$ cat config.mk
export PLATFORM = sky130hd
export DESIGN_NAME = pc_fetch_ctrl
export DESIGN_NICKNAME = d
export VERILOG_FILES = /design/src/rtl/pc_pkg.sv /design/src/rtl/pc_fetch_ctrl_target_sel.sv /design/src/rtl/riscv_adder.sv /design/src/rtl/pc_fetch_ctrl.sv
export SDC_FILE = /design/constraint.sdc
export NUM_CORES = 1
export LEC_CHECK = 0
export CAP_MARGIN = 20
export CORE_ASPECT_RATIO = 1.1
export CORE_UTILIZATION = 60
export DETAILED_ROUTE_END_ITERATION = 16
export DONT_BUFFER_PORTS = 1
export PLACE_DENSITY = 0.76
export REMOVE_ABC_BUFFERS = 1
export SLEW_MARGIN = 15
export SYNTH_ARGS = -nofsm -noshare
export SYNTH_HDL_FRONTEND = slang
export SYNTH_HIERARCHICAL = 1
export SYNTH_SLANG_ARGS = --single-unit
$ cat constraint.sdc
create_clock -name clk -period 8.62 [get_ports clk]
set_input_delay 0.862 -clock clk [delete_from_list [all_inputs] [get_ports clk]]
set_output_delay 0.862 -clock clk [all_outputs]
set_load 0.01 [all_outputs]
$ cat src/rtl/pc_pkg.sv
// Shared encodings for the program-counter / fetch-request controller.
package pc_pkg;

  localparam logic [1:0] SEL_BRANCH = 2'd0;
  localparam logic [1:0] SEL_JALR   = 2'd1;
  localparam logic [1:0] SEL_TRAP   = 2'd2;
  localparam logic [1:0] SEL_RET    = 2'd3;

  typedef enum logic [1:0] {
    ST_BOOT = 2'd0,
    ST_RUN  = 2'd1,
    ST_HOLD = 2'd2
  } state_t;

endpackage

$ cat src/rtl/pc_fetch_ctrl_target_sel.sv
// Redirect target selection: picks the target by redirect_sel, clears bit 0
// for JALR and flags targets that are not aligned to the fetch increment.
module pc_target_sel
  import pc_pkg::*;
#(
  parameter int                      PC_WIDTH    = 32,
  parameter logic [PC_WIDTH-1:0]     TRAP_VECTOR = PC_WIDTH'(32'h0000_0100),
  parameter int                      INC         = 4
) (
  input  logic [1:0]          sel,
  input  logic [PC_WIDTH-1:0] sum,
  input  logic [PC_WIDTH-1:0] epc,
  output logic [PC_WIDTH-1:0] target,
  output logic                misaligned
);

  localparam logic [PC_WIDTH-1:0] ALIGN_MASK = PC_WIDTH'(INC - 1);

  always_comb begin
    target = sum;
    case (sel)
      SEL_BRANCH: target = sum;
      SEL_JALR:   target = {sum[PC_WIDTH-1:1], 1'b0};
      SEL_TRAP:   target = TRAP_VECTOR;
      SEL_RET:    target = epc;
      default:    target = sum;
    endcase
  end

  // With INC == 1 the mask is zero and nothing is ever misaligned.
  assign misaligned = |(target & ALIGN_MASK);

endmodule

$ cat src/rtl/riscv_adder.sv
// Plain WIDTH-bit adder; the carry out is discarded so results wrap modulo 2^WIDTH.
module riscv_adder #(
  parameter int WIDTH = 32
) (
  input  logic [WIDTH-1:0] a,
  input  logic [WIDTH-1:0] b,
  output logic [WIDTH-1:0] sum
);

  assign sum = a + b;

endmodule

$ cat src/rtl/pc_fetch_ctrl.sv
// Program counter and valid/ready instruction-fetch request controller with
// buffered redirects, stale-fetch kill and misaligned-target trapping.
module pc_fetch_ctrl
  import pc_pkg::*;
#(
  parameter int                  PC_WIDTH     = 32,
  parameter logic [PC_WIDTH-1:0] RESET_VECTOR = PC_WIDTH'(32'h0000_0000),
  parameter logic [PC_WIDTH-1:0] TRAP_VECTOR  = PC_WIDTH'(32'h0000_0100),
  parameter int                  INC          = 4
) (
  input  logic                clk,
  input  logic                reset,
  input  logic                stall,
  input  logic                redirect_valid,
  input  logic [1:0]          redirect_sel,
  input  logic [PC_WIDTH-1:0] branch_pc,
  input  logic [PC_WIDTH-1:0] imm_ext,
  input  logic [PC_WIDTH-1:0] rs1_val,
  input  logic [PC_WIDTH-1:0] epc_in,
  output logic                imem_req_valid,
  input  logic                imem_req_ready,
  output logic [PC_WIDTH-1:0] imem_req_addr,
  output logic [PC_WIDTH-1:0] pc_out,
  output logic [PC_WIDTH-1:0] pc_plus_inc,
  output logic                fetch_kill,
  output logic                misalign_exc,
  output logic [PC_WIDTH-1:0] misalign_addr
);

  localparam logic [PC_WIDTH-1:0] INC_W = PC_WIDTH'(INC);

  state_t              state_q, state_d;
  logic [PC_WIDTH-1:0] pc_q, pc_d;
  logic [PC_WIDTH-1:0] pend_q, pend_d;
  logic                held_q, held_d;
  logic                mis_exc_q, mis_exc_d;
  logic [PC_WIDTH-1:0] mis_addr_q, mis_addr_d;

  logic [PC_WIDTH-1:0] base_s, tgt_sum_s, target_s, eff_target_s;
  logic                misaligned_s, hs_s, outstanding_s, kill_s;

  assign base_s = (redirect_sel == SEL_JALR) ? rs1_val : branch_pc;

  riscv_adder #(.WIDTH(PC_WIDTH)) u_inc_add (
    .a   (pc_q),
    .b   (INC_W),
    .sum (pc_plus_inc)
  );

  riscv_adder #(.WIDTH(PC_WIDTH)) u_tgt_add (
    .a   (base_s),
    .b   (imm_ext),
    .sum (tgt_sum_s)
  );

  pc_target_sel #(
    .PC_WIDTH    (PC_WIDTH),
    .TRAP_VECTOR (TRAP_VECTOR),
    .INC         (INC)
  ) u_target_sel (
    .sel        (redirect_sel),
    .sum        (tgt_sum_s),
    .epc        (epc_in),
    .target     (target_s),
    .misaligned (misaligned_s)
  );

  assign eff_target_s = misaligned_s ? TRAP_VECTOR : target_s;

  // A raised request stays up until accepted, even if decode starts stalling.
  assign imem_req_valid = held_q | ((state_q != ST_BOOT) & ~stall);
  assign hs_s           = imem_req_valid & imem_req_ready;
  assign outstanding_s  = imem_req_valid & ~imem_req_ready;

  assign imem_req_addr = pc_q;
  assign pc_out        = pc_q;
  assign fetch_kill    = kill_s & ~reset;
  assign misalign_exc  = mis_exc_q;
  assign misalign_addr = mis_addr_q;

  // Next-state, next-PC, pending-target and kill logic.
  always_comb begin
    state_d    = state_q;
    pc_d       = pc_q;
    pend_d     = pend_q;
    held_d     = outstanding_s;
    kill_s     = 1'b0;
    mis_exc_d  = 1'b0;
    mis_addr_d = mis_addr_q;

    if (redirect_valid && misaligned_s) begin
      mis_exc_d  = 1'b1;
      mis_addr_d = target_s;
    end else begin
      mis_exc_d  = 1'b0;
      mis_addr_d = mis_addr_q;
    end

    case (state_q)
      ST_BOOT: begin
        state_d = ST_RUN;
        if (redirect_valid) pc_d = eff_target_s;
        else                pc_d = pc_q;
      end
      ST_RUN: begin
        if (redirect_valid) begin
          // An unaccepted request must keep its address, so park the target.
          if (outstanding_s) begin
            pend_d  = eff_target_s;
            state_d = ST_HOLD;
          end else begin
            pc_d   = eff_target_s;
            kill_s = hs_s;
          end
        end else if (hs_s) begin
          pc_d = pc_plus_inc;
        end else begin
          pc_d = pc_q;
        end
      end
      ST_HOLD: begin
        if (redirect_valid && hs_s) begin
          pc_d    = eff_target_s;
          kill_s  = 1'b1;
          state_d = ST_RUN;
        end else if (redirect_valid) begin
          pend_d = eff_target_s;
        end else if (hs_s) begin
          pc_d    = pend_q;
          kill_s  = 1'b1;
          state_d = ST_RUN;
        end else begin
          pc_d = pc_q;
        end
      end
      default: begin
        state_d = ST_BOOT;
      end
    endcase
  end

  // State and datapath registers with synchronous reset.
  always_ff @(posedge clk) begin
    if (reset) begin
      state_q    <= ST_BOOT;
      pc_q       <= RESET_VECTOR;
      pend_q     <= '0;
      held_q     <= 1'b0;
      mis_exc_q  <= 1'b0;
      mis_addr_q <= '0;
    end else begin
      state_q    <= state_d;
      pc_q       <= pc_d;
      pend_q     <= pend_d;
      held_q     <= held_d;
      mis_exc_q  <= mis_exc_d;
      mis_addr_q <= mis_addr_d;
    end
  end

endmodule

==> results.toml <==
[run_status]
status = "finished, final reports clean"

[timing]
setup_viol = 0
fin_ws_ps = 4250
tightest_slew_ps = 1010
skew_ps = 9.35
fin_crit_ps = 4370
fmax_mhz = 229
drv_slew = 0
slew_headroom_pct = 32.5
hold_viol_final = 0
rsz0062_at_grt = "false"
finalCritPeriodShare_pct = 50.6
fin_setup_tns_ps = 0

[placed_design]
io_buffers = 0
dpl.hpwl_mm = 18.6
gp_congestion = 0.942
dp_slack_ps = 3950

[setup_path]
crit_end = "imem_req_addr[26]"
crit_start = "redirect_sel[0]"
reg2reg_from = "imem_req_addr[5]"
reg2reg_depth = 10
reg2reg_to = "imem_req_addr[26]"
regToRegSetupSlack_ps = 5190
crit_slowest_cell = "ha_1"
cp.required_ps = 8880
path_cells = "nor2b_2, buf_4, mux2_2, ha_1, nand4_1, nor2_1, a221o_1, a311oi_2, nor3_1, a31oi_1, a311oi_1, inv_1, o21ai_1, a222oi_1, a211oi_1"
cpPeakStageDelay_ps = 450
cp-start-kind = "input pin"
critPathArrivalTime_ps = 4630
worstSetupPathType = "input pin to flop"
critPathMaxFanout = 32
worst_setup_path_end_kind = "flop"

[drt]
final_antenna_net_count = 0
drc = 0
vias_per_cell = 6.74
first_pass_iters = 8
drt_wl_total_mm = 26.0
vias = 8558
wl_per_cell_um = 20.4
drtIter0Drc = 898

[floorplanning]
placeableCoreArea_um2 = 14600
rows = 46
dieArea_um2 = 15600
initial_utilization_pct = 62.1
die_w_um = 119
fp.dieH_um = 131
io_pins = 266

[cts]
clk_latency_ps = 350
post_cts_buffers = 0
cts_tree = "built"
numCtsBuffers = 9
cts.clk_slew.worst_paths_ps = 70
cts.path.max_buffers = 2
cts_root_buf = "clkbuf_16"
h-tree-depth = 3
cts_hold_buf = 0
cts.sinks = 100
cts_resized = 0

[finish]
layout_commonest_cell = "nand2_1"
num_antenna_cells = 0
fillers = 1349
mostFrequentLayoutCells = "nand2_1, a21oi_1, dfxtp_1"
drive_above_1_share_pct = 8.72
synthToLayoutAreaGrowth_pct = 0.730
fin_nets = 1276

[grt]
grt_usage_pct = 31.6
grt_first_pass_wirelength_mm = 39.8
gr-total-overflow = 0
first_global_vias = 7596
antenna_found_initial = 0
grt_max_degree = 102

[yosys]
syn_avg_cell_area_um2 = 7.91
synth_seq_cells = 100
async_flop_share_pct = 0
synth-edff-count = 0
syn-cell-area_um2 = 9080
ys_dominant_reg_cell = "dfxtp_1"
synth.distinct_cells = 73
ys.warnings.count = 6
synth.yosys.seq_area_share_pct = 22.0
syn_inst = 1148

[power_and_ir_drop]
powerDensity_nw_per_um2 = 204
static-leakage-power_nw = 3.56
peakVddDrop_mv = 0.105

[worst_hold_path]
hp-class = "flop to flop"
hp-start = "pend_q[2]"

[run]
cap_violations = 0
## logic make-up after synthesis
kind of cell / Yosys count / synth area share (%)
flops: 100 / 22.0
simple gates: 281 / 15.2
compound gates: 426 / 33.0
xor+xnor: 60 / 5.78
mux: 32 / 3.97
other cells: 2 / 0.0827
fa+ha+maj: 68 / 9.53
buf+inv: 179 / 10.4
## critical path, delay by kind of cell
family,cells,cell delay (ps)
muxes,1,420
AOI/OAI and AO/OA,7,1460
adders and majority gates,1,450
and+or+nand+nor,4,1000
buffers and inverters,2,430
## how the worst min path moves through the flow
| stage | to | slack, ps | depth (start not counted) |
|---|---|---|---|
| floorplan | pend_q[0] | 440 | 2 |
| global placement | pend_q[22] | 450 | 2 |
| detailed placement | pend_q[26] | 460 | 2 |
| CTS | pend_q[16] | 470 | 2 |
| global route | pend_q[25] | 480 | 2 |
| finish | pend_q[2] | 470 | 2 |
## registers in the layout, indices dropped and copies added, names as in the netlist
name / cells
held_q: 1
imem_req_addr: 32
misalign_addr: 32
misalign_exc: 1
pend_q: 32
state_q: 2
## Yosys cell counts (9+ instances only)
cell,n,area share [%]
a222oi_1,31,3.4
a21oi_1,120,6.6
nand3_1,13,0.72
ha_1,66,9.1
nor3_1,9,0.50
and3_1,9,0.62
mux2_2,30,3.7
dfxtp_1,100,22
inv_1,49,2.0
o21ai_0,75,4.1
clkbuf_1,61,2.5
buf_2,13,0.72
xor2_1,24,2.3
buf_6,15,1.9
a221oi_1,32,3.1
xnor2_1,36,3.5
nand4_1,11,0.76
o21ai_1,18,0.99
buf_4,36,3.0
nand2_1,136,5.6
a211oi_1,33,2.7
nor2_1,48,2.0
a21o_1,24,2.0
nand4b_1,32,3.1
## routing by layer
metal / GRT usage [%] / vias to the layer above / part of all wire (%) / wire, µm
met5: 0 / - / 0 / 0
met4: 6.76 / 0 / 1.3 / 350
met3: 5.32 / 27 / 9.2 / 2380
met2: 53.6 / 434 / 47 / 12200
met1: 42.2 / 4015 / 43 / 11000
li1: - / 4082 / - / -
## area by class of cell
class,instances,area [µm²],area share (%)
clock inverter,6,86.3,0.943
multi-input combinational,900,6290,68.7
clock buffer,10,239,2.61
inverter,51,196,2.15
timing repair buffer,11,97.6,1.07
tap,192,240,2.63
sequential,100,2000,21.9
## stage by stage
step / total power, mW / hold WS, ps / area [µm²] / util [%] / cells
2_1_floorplan: 1.21 / 443 / 8460 / - / 1051
3_3_place_gp: 1.39 / 453 / 8800 / 60.2 / 1252
3_5_place_dp: 1.40 / 458 / 8800 / 60.2 / 1252
4_1_cts: 1.84 / 467 / 9120 / 62.4 / 1268
5_1_grt: 1.97 / 485 / 9150 / 62.6 / 1270
6_report: 1.87 / 470 / 9150 / 62.6 / 1270
## power by group
group / total, mW / internal [mW] / leakage [nW] / switching [mW]
Clock: 0.444 / 0.263 / 0.159 / 0.182
Sequential: 0.593 / 0.507 / 0.816 / 0.0858
Combinational: 0.834 / 0.305 / 2.59 / 0.529
Total: 1.87 / 1.07 / 3.56 / 0.797
(Power assumes the default switching activity.)
